===== src/rtl/mac_rr_arbiter.sv =====
// Round-robin arbiter/sequencer sharing one mac_unit between NUM_REQ requesters.
// Define MAC_ARB_TIMEOUT_EN to bound the WAIT state to TIMEOUT cycles and report rsp_err.
module mac_rr_arbiter #(
  parameter int NUM_REQ    = 4,
  parameter int MAC        = 8,
  parameter int DATA_WIDTH = 32,
  parameter int TIMEOUT    = 64
) (
  input  logic                       clk,
  input  logic                       rst,
  input  logic [NUM_REQ-1:0]         req_valid,
  output logic [NUM_REQ-1:0]         req_ready,
  input  logic [NUM_REQ*MAC-1:0]     req_a,
  input  logic [NUM_REQ*MAC-1:0]     req_b,
  input  logic [NUM_REQ-1:0]         req_clear,
  output logic [NUM_REQ-1:0]         rsp_valid,
  input  logic [NUM_REQ-1:0]         rsp_ready,
  output logic [DATA_WIDTH-1:0]      rsp_acc,
  output logic                       rsp_err,
  output logic                       mac_start,
  output logic                       mac_clear,
  output logic [MAC-1:0]             mac_a,
  output logic [MAC-1:0]             mac_b,
  input  logic [DATA_WIDTH-1:0]      mac_acc,
  input  logic                       mac_done,
  output logic                       busy,
  output logic [$clog2(NUM_REQ)-1:0] grant_id
);

  localparam int          IW = $clog2(NUM_REQ);
  localparam int unsigned N  = NUM_REQ;

  if (NUM_REQ < 2 || TIMEOUT < 1) begin : g_param_check
    $error("mac_rr_arbiter: NUM_REQ must be >= 2 and TIMEOUT >= 1");
  end

  typedef enum logic [1:0] {IDLE, ISSUE, WAIT, RESP} state_e;

  state_e                  state_q;
  logic [IW-1:0]           ptr_q;
  logic [IW-1:0]           grant_q;
  logic [MAC-1:0]          op_a_q;
  logic [MAC-1:0]          op_b_q;
  logic                    op_clr_q;
  logic                    start_q;
  logic [DATA_WIDTH-1:0]   res_q;
  logic [NUM_REQ-1:0]      rsp_valid_q;
  logic [IW-1:0]           win;
  logic                    any_valid;
  int unsigned             idx;
`ifdef MAC_ARB_TIMEOUT_EN
  localparam int CW = $clog2(TIMEOUT + 1);
  logic [CW-1:0]           cnt_q;
  logic                    err_q;
`endif

  // Rotating priority search starting at ptr_q, wrapping past NUM_REQ-1.
  always_comb begin
    win       = '0;
    any_valid = 1'b0;
    idx       = 0;
    for (int unsigned i = 0; i < N; i++) begin
      idx = 32'(ptr_q) + i;
      if (idx >= N) idx = idx - N;
      if (!any_valid && req_valid[idx]) begin
        any_valid = 1'b1;
        win       = IW'(idx);
      end
    end
  end

  always_comb begin
    req_ready = '0;
    if (state_q == IDLE && any_valid && !rst) req_ready[win] = 1'b1;
  end

  always_ff @(posedge clk) begin
    if (rst) begin
      state_q     <= IDLE;
      ptr_q       <= '0;
      grant_q     <= '0;
      op_a_q      <= '0;
      op_b_q      <= '0;
      op_clr_q    <= 1'b0;
      start_q     <= 1'b0;
      res_q       <= '0;
      rsp_valid_q <= '0;
`ifdef MAC_ARB_TIMEOUT_EN
      cnt_q       <= '0;
      err_q       <= 1'b0;
`endif
    end else begin
      start_q <= 1'b0;
      case (state_q)
        IDLE: if (any_valid) begin
          grant_q  <= win;
          op_a_q   <= req_a[32'(win)*MAC +: MAC];
          op_b_q   <= req_b[32'(win)*MAC +: MAC];
          op_clr_q <= req_clear[win];
          start_q  <= 1'b1;
          state_q  <= ISSUE;
        end
        ISSUE: begin
`ifdef MAC_ARB_TIMEOUT_EN
          cnt_q   <= '0;
`endif
          state_q <= WAIT;
        end
        WAIT: begin
          if (mac_done) begin
            res_q       <= mac_acc;
            rsp_valid_q <= NUM_REQ'(1) << grant_q;
            state_q     <= RESP;
`ifdef MAC_ARB_TIMEOUT_EN
            err_q       <= 1'b0;
          // Compare against TIMEOUT-1: the counter would reach TIMEOUT on this edge.
          end else if (cnt_q == CW'(TIMEOUT - 1)) begin
            res_q       <= '0;
            err_q       <= 1'b1;
            rsp_valid_q <= NUM_REQ'(1) << grant_q;
            state_q     <= RESP;
          end else begin
            cnt_q       <= cnt_q + 1'b1;
`endif
          end
        end
        RESP: if (rsp_ready[grant_q]) begin
          rsp_valid_q <= '0;
          ptr_q       <= (grant_q == IW'(NUM_REQ - 1)) ? '0 : grant_q + 1'b1;
          state_q     <= IDLE;
        end
        default: state_q <= IDLE;
      endcase
    end
  end

  assign rsp_valid = rsp_valid_q;
  assign rsp_acc   = res_q;
  assign mac_start = start_q;
  assign mac_clear = start_q & op_clr_q;
  assign mac_a     = op_a_q;
  assign mac_b     = op_b_q;
  assign busy      = (state_q != IDLE);
  assign grant_id  = grant_q;
`ifdef MAC_ARB_TIMEOUT_EN
  assign rsp_err   = err_q;
`else
  assign rsp_err   = 1'b0;
`endif

endmodule


===== config.mk =====
export PLATFORM = sky130hd
export DESIGN_NAME = mac_rr_arbiter
export DESIGN_NICKNAME = d
export VERILOG_FILES = /design/src/rtl/mac_rr_arbiter.sv
export SDC_FILE = /design/constraint.sdc
export NUM_CORES = 1
export LEC_CHECK = 0
export ABC_CLOCK_PERIOD_IN_PS = 1900
export CORE_ASPECT_RATIO = 1.25
export CORE_MARGIN = 3
export CORE_UTILIZATION = 35
export CTS_BUF_LIST = sky130_fd_sc_hd__clkbuf_8
export DETAILED_ROUTE_END_ITERATION = 10
export HOLD_SLACK_MARGIN = 0.1
export PLACE_DENSITY = 0.78
export SETUP_SLACK_MARGIN = 0.2
export SLEW_MARGIN = 20
export SYNTH_ARGS = -nofsm -noshare
export SYNTH_HDL_FRONTEND = slang
export SYNTH_SLANG_ARGS = --single-unit
export TNS_END_PERCENT = 20

===== constraint.sdc =====
create_clock -name clk -period 1.9 [get_ports clk]
set_input_delay 0.38 -clock clk [delete_from_list [all_inputs] [get_ports clk]]
set_output_delay 0.38 -clock clk [all_outputs]
set_load 0.05 [all_outputs]

==> results of run 1 <==
-- cell usage after synthesis (2+ instances only) --
cell type | n | area, um2
nor3_1 | 3 | 15.0
inv_1 | 6 | 22.5
buf_6 | 6 | 67.6
a21oi_1 | 44 | 220
clkbuf_1 | 17 | 63.8
a311oi_1 | 16 | 140
mux2i_1 | 2 | 20.0
nor2b_1 | 2 | 12.5
a221oi_1 | 16 | 140
nand4b_1 | 4 | 35.0
and2_1 | 4 | 25.0
nand2b_1 | 4 | 25.0
or3_1 | 2 | 12.5
buf_2 | 4 | 20.0
nor2_2 | 2 | 12.5
and3_1 | 3 | 18.8
nand3_1 | 34 | 170
dfxtp_1 | 60 | 1200
buf_4 | 6 | 45.0
ha_1 | 8 | 100
nand2_1 | 79 | 297
nor2_1 | 24 | 90.1
-- cells in the final DEF, fill, tap and decap left out, drive strengths merged, types with 2 or more instances in the layout --
master,Yosys,final
and3,3,3
dlymetal6s2s,0,42
a21oi,45,45
nand2b,4,4
a311oi,16,16
o21ai,2,2
dfxtp,60,60
mux2i,2,2
nor2,26,26
ha,8,8
inv,6,5
clkbuf,17,10
nand4b,4,4
nor2b,2,2
and2,5,5
nand2,79,79
clkdlybuf4s50,0,105
buf,17,57
nor3,4,4
or3,2,2
clkinvlp,0,3
a221oi,16,16
clkinv,0,3
nand3,34,34
-- routing by layer --
| metal | global-route usage [%] | up-vias | routed length [um] |
|---|---|---|---|
| met2 | 38.7 | 166 | 5730 |
| met1 | 23.9 | 1633 | 4310 |
| met3 | 4.80 | 25 | 800 |
| met5 | 0 | - | 0 |
| met4 | 9.98 | 0 | 335 |
| li1 | - | 1667 | - |
-- worst max path at each step --
stage / start / to / slack [ns] / cells after the start
floorplan: req_valid[0] / req_ready[2] / 0.10 / 6
global placement: req_valid[3] / mac_b[6]$_SDFFE_PP0P_ / -0.34 / 7
detailed placement: req_valid[3] / mac_a[1]$_SDFFE_PP0P_ / -0.43 / 7
CTS: mac_a[0]$_SDFFE_PP0P_ / mac_a[0] / 0.003 / 1
global route: state_q[1]$_SDFFE_PP0P_ / req_ready[2] / 0.02 / 6
finish: ptr_q[1]$_SDFFE_PP0P_ / req_ready[0] / 0.06 / 5
-- layout make-up --
class                   count  area, um2
fillers                   606       2290
repair buffers            206       2160
multi-input cells         267       1970
flip-flops and latches     60       1210
clock buffers              10        138
well taps                  95        119
clock inverters             6       63.8
inverters                   6       28.8
-- power by group --
| group | internal [uW] | total [uW] | switching (uW) |
|---|---|---|---|
| registers | 1510 | 1660 | 151 |
| clock network | 638 | 1160 | 522 |
| logic | 1320 | 3270 | 1950 |
-- critical path, stage by stage, from the launching register on --
cell and delay, ns:
dfxtp_4 0.38, nor2b_4 0.14, a31oi_2 0.19, nand2_2 0.10, and2_4 0.17, buf_12 0.14
-- cell families after synthesis --
group / count (synthesis) / synth area share [%]
AND/OR/NAND/NOR: 165 / 25.7
AO/OA/AOI/OAI: 90 / 20.7
flip-flops: 60 / 41.0
buffers and inverters: 40 / 7.59
adder cells (fa/ha/maj): 8 / 3.41
multiplexers: 3 / 1.45
other: 1 / 0.128
-- stage by stage --
| step | utilization [%] | power (uW) | hold slack, ns | setup TNS (ns) | area (um2) |
|---|---|---|---|---|---|
| CTS | 65.9 | 5870 | 0.404 | 0 | 5260 |
| global route | 71.3 | 6370 | 0.450 | 0 | 5690 |
| detailed placement | 60.5 | 4530 | 0.445 | -8.18 | 4820 |
| floorplan | - | 3470 | 0.472 | 0 | 3010 |
| finish | 71.3 | 6090 | 0.420 | 0 | 5690 |
| global placement | 60.5 | 4480 | 0.440 | -6.80 | 4820 |
-- registers in the layout, summed over array words and instances (netlist names) --
signal,flops
grant_id,2
mac_a,8
mac_b,8
mac_start,1
op_clr_q,1
ptr_q,2
rsp_acc,32
rsp_valid,4
state_q,2
-- repair_timing --
action,4_1_cts,5_1_grt
pin swaps,16,47
setup buffers,8,1
setup endpoints to repair,65,74
endpoints found under the hold margin,0,0
resized for setup,63,103
gates cloned,2,0
==> run metrics, run 1 <==
pre-CTS WS -0.431 ns; Clock Latency Late Sink between 0.3 and 0.4 ns; initial antenna violation count 0; Die ar. roughly 0.0095 mm2; 1st-pass router iterations 4; clock root cell clkbuf_8; final hold viol count 0; PwrDens 1070 mW/mm2; Slew Viols, Final 0; r2r startpoint ptr_q[1]$_SDFFE_PP0P_; Sink Count 60; Mapped Nets about 490; critical path arrival ~1.5 ns; hold endpoint state_q[1]$_SDFFE_PP0P_; H-tree Lvls 3; Final Net Count between 600 and 700; leakage roughly 0.0027 uW; Core ar. 0.00797 mm2; Routed Antenna Nets 0; global-route wire length before repair roughly 16000 um; fmax 543 MHz; CTS clk-pin slew, worst paths approximately 0.07 ns; Synth Flop Type dfxtp_1; IO Pins 173; Port Buffer Count approximately 170; post-DP HPWL between 7000 and 8000 um; P&R area growth vs syn 93.9%; DP Cell Count ~620; critical path start-end classification flop to primary output; area of the mapped netlist approximately 0.0029 mm2; total gr overflow 0; asr flop ratio synth 0%; Synth warnings 0; CTS hold repair buffers 0; Final setup viols 0; Worst Setup End Kind primary output; num rows 36; pin count of the biggest net entering global routing 50; Synth Register Bits 60; final cell count without fillers 650; Data required, critical path 1.52 ns; post-synthesis sequential area ratio 41.0%; Crit Reg-Reg Endpoint op_clr_q$_SDFFE_PP0P_; placer congestion estimate around 0.85; TritonCTS buffer count 9; Longest Clk Path Bufs 2; layout cells sized above 1 between 20 and 30%; critical path fanouts, max 7; # DRC 0; max_slew headroom between 60 and 70%; n_diodes 0; Min Clock Period, post-route 1.84 ns; TritonCTS clock tree built; wire per inst about 17 um; Vias per Instance ~5.4; die width between 80 and 90 um; R2R Setup Slk about 0.11 ns; DR vias around 3500; setup slack after layout ~0.059 ns; Hold/Removal Path Class input port to flop; via count of the first global-routing pass roughly 3400; starting DRC count in detailed routing about 150; Avg Cell Area, Syn around 8 um2; Setup Skew 0.00605 ns; RSZ-0062 raised after global routing true; Starting Density between 30 and 40%; Die H 108 um; Worst setup SP type flop; Max IR drop VDD 0.828 mV; Post-synth EDFFs 0; Worst Tran Pin Value between 0.5 and 0.6 ns; cells after synthesis approximately 370; max-cap violation count 0; outcome finished clean; Worst Reg-to-Reg Cells 7; GRT Total Usage a little over a fifth; worst hold start rst; period utilization between 90 and 100%; Hold Crit Depth 2; final WL between 10000 and 15000 um; count of cell types in the netlist 43
(Power assumes the default switching activity.)
==> run 2, diff against run 1 <==
Settings changed: ABC_CLOCK_PERIOD_IN_PS 1900 to 2100, CORE_UTILIZATION 35 to 39, PLACE_DENSITY 0.78 to 0.83.
Clock period 1.9 ns to 2.1 ns, I/O delays scaled along.
==> run 2 against run 1 <==
Compared with the run above:
- die area decreased by 9.6%
- largest cell class unchanged
- global-route usage up 0.72 points
- sequential share of layout area grew 2.1 points
==> run metrics, run 2 (synthesized netlist as in run 1, its figures left out) <==
power share of the sequential group 28.5% (+1.3 points); n_diodes 0 (unchanged); max-cap violation count 0 (unchanged); Die ar. 0.00860 mm2 (-9.6%); commonest non-fill, non-tap cell in the layout clkdlybuf4s50_1; critical path arrival 1.50 ns (+0.04 ns); Setup Skew 0.00422 ns (-0.00183 ns); max_slew headroom 59.3% (-1.3 points); Worst Tran Pin Value 0.610 ns (+0.0191 ns); M1 WL 3910 um (-9.4%); Min Clock Period, post-route ~1.9 ns; Clock Latency Late Sink 0.33 ns (about the same); final WL 9950 um (-11%); Vias per Instance 5.25 (-2.2%); Data required, critical path 1.68 ns (+0.16 ns); clock root cell clkbuf_8; Final setup viols 0 (unchanged); critical path start-end classification flop to primary output; IO Pins 173 (unchanged); TritonCTS clock tree built; initial antenna violation count 0 (unchanged); wire per inst 15.6 um (-9.5%); Worst setup SP type flop; Combinational Power Share 50.1% (-3.6 points); P&R area growth vs syn 75.8%; H-tree Lvls 3 (unchanged); max FFs per register 32 (unchanged); CTS clk-pin slew, worst paths 0.07 ns (about the same); Max IR drop VDD 0.634 mV (-23%); Sink Count 60 (unchanged); Starting Density 41.0% (+4.3 points); via count of the first global-routing pass 3358 (-1.0%); uppermost layer routed met4; leakage 0.00197 uW (-27%); Net Sw Frac 41.4% (-1.8 points); clock share of power 21.4% (+2.4 points); commonest non-fill, non-tap cells in the layout clkdlybuf4s50_1, nand2_1, dfxtp_1, a21oi_1, nand3_1; RSZ-0062 raised after global routing true; placer congestion estimate 0.857 (+0.25%); outcome finished clean; setup slack after layout 0.184 ns (+0.125 ns); starting DRC count in detailed routing 118 (-20%); # DRC 0 (unchanged); DR vias 3362 (-3.7%); pin count of the biggest net entering global routing 60 (+20%); GRT Total Usage 22.3% (+0.72 points); Hold/Removal Path Class input port to flop; num rows 34 (-5.6%); final cell count without fillers 640 (-1.5%); PwrDens 1010 mW/mm2 (-5.5%); CTS hold repair buffers 0 (unchanged); Slew Viols, Final 0 (unchanged); wire length on met2 5120 um (-11%); Routed Antenna Nets 0 (unchanged); P_int 3060 uW (-12%); TritonCTS buffer count 9 (unchanged); DP Cell Count 617 (-0.96%); pre-CTS WS -0.294 ns (+0.137 ns); setup_tns 0 ns (unchanged); critical path fanouts, max 6 (-1); Fillers 565 (-6.8%); layout cells sized above 1 14.9% (-14 points); Psw 2160 uW (-18%); die width 83.6 um (-4.9%); Hold Slack 0.365 ns (-0.0554 ns); fmax 522 MHz; Port Buffer Count 171 (unchanged); Worst Setup End Kind primary output; Final Net Count 664 (-0.75%); global-route wire length before repair 15500 um (-3.4%); final hold viol count 0 (unchanged); Met3 Routed Length 632 um (-21%); Die H 103 um (-5.0%); Longest Clk Path Bufs 2 (unchanged); total gr overflow 0 (unchanged); Core ar. 0.00715 mm2 (-10%); period utilization approximately 91%; post-DP HPWL 7420 um (+0.60%); 1st-pass router iterations 4 (unchanged)
run 2: layout make-up:
type / count / area [um2] / area share, %
Sequential cell: 60 / 1210 / 23.5
Tap cell: 90 / 113 / 2.18
Timing Repair Buffer: 201 / 2000 / 38.7
Clock buffer: 9 / 124 / 2.40
Clock inverter: 7 / 92.6 / 1.80
Multi-Input combinational cell: 267 / 1600 / 31.0
Inverter: 6 / 22.5 / 0.437
run 2: critical path, cell delays in order, from the launching register on:
cell	delay, ns
dfxtp_4	0.36
nor2b_1	0.14
a31oi_1	0.20
nand2_2	0.10
and2_2	0.21
buf_6	0.15
run 2: timing repair:
item | CTS | global route
cloned | 0 | 0
setup endpoints to repair | 69 | 57
pin swaps | 2 | 5
gates resized for setup | 35 | 20
buffers inserted | 3 | 4
run 2: metal layers:
layer  track usage, %  vias to the layer above
met4             11.1                        0
met3             6.00                       26
li1                 -                     1653
met5                0                        -
met2             41.0                      148
met1             23.8                     1535
run 2: final timing paths:
kind | start | end | slack [ns] | cells past startpoint
min reg2reg | rsp_valid[3]$_SDFFE_PP0P_ | rsp_valid[3]$_SDFFE_PP0P_ | 0.45 | 2
max reg2reg | ptr_q[1]$_SDFFE_PP0P_ | mac_b[0]$_SDFFE_PP0P_ | 0.29 | 7
min | rst | mac_start$_SDFF_PP0_ | 0.36 | 2
max | ptr_q[1]$_SDFFE_PP0P_ | req_ready[0] | 0.18 | 5
run 2: metrics by stage:
stage	power (uW)	instance area, um2	util, %
after CTS	5220	5080	71.1
after global placement	3950	4790	67.1
after floorplan	3070	2950	-
after global routing	5500	5160	72.1
final	5220	5160	72.1
after detailed placement	4010	4790	67.1
run 2: power groups by stage:
stage | logic [uW] | clock network [uW] | registers (uW)
floorplan | 924 | 0 | 2150
global placement | 2450 | 0 | 1500
detailed placement | 2500 | 0 | 1510
CTS | 2590 | 1140 | 1490
global route | 2790 | 1190 | 1510
finish | 2620 | 1120 | 1490
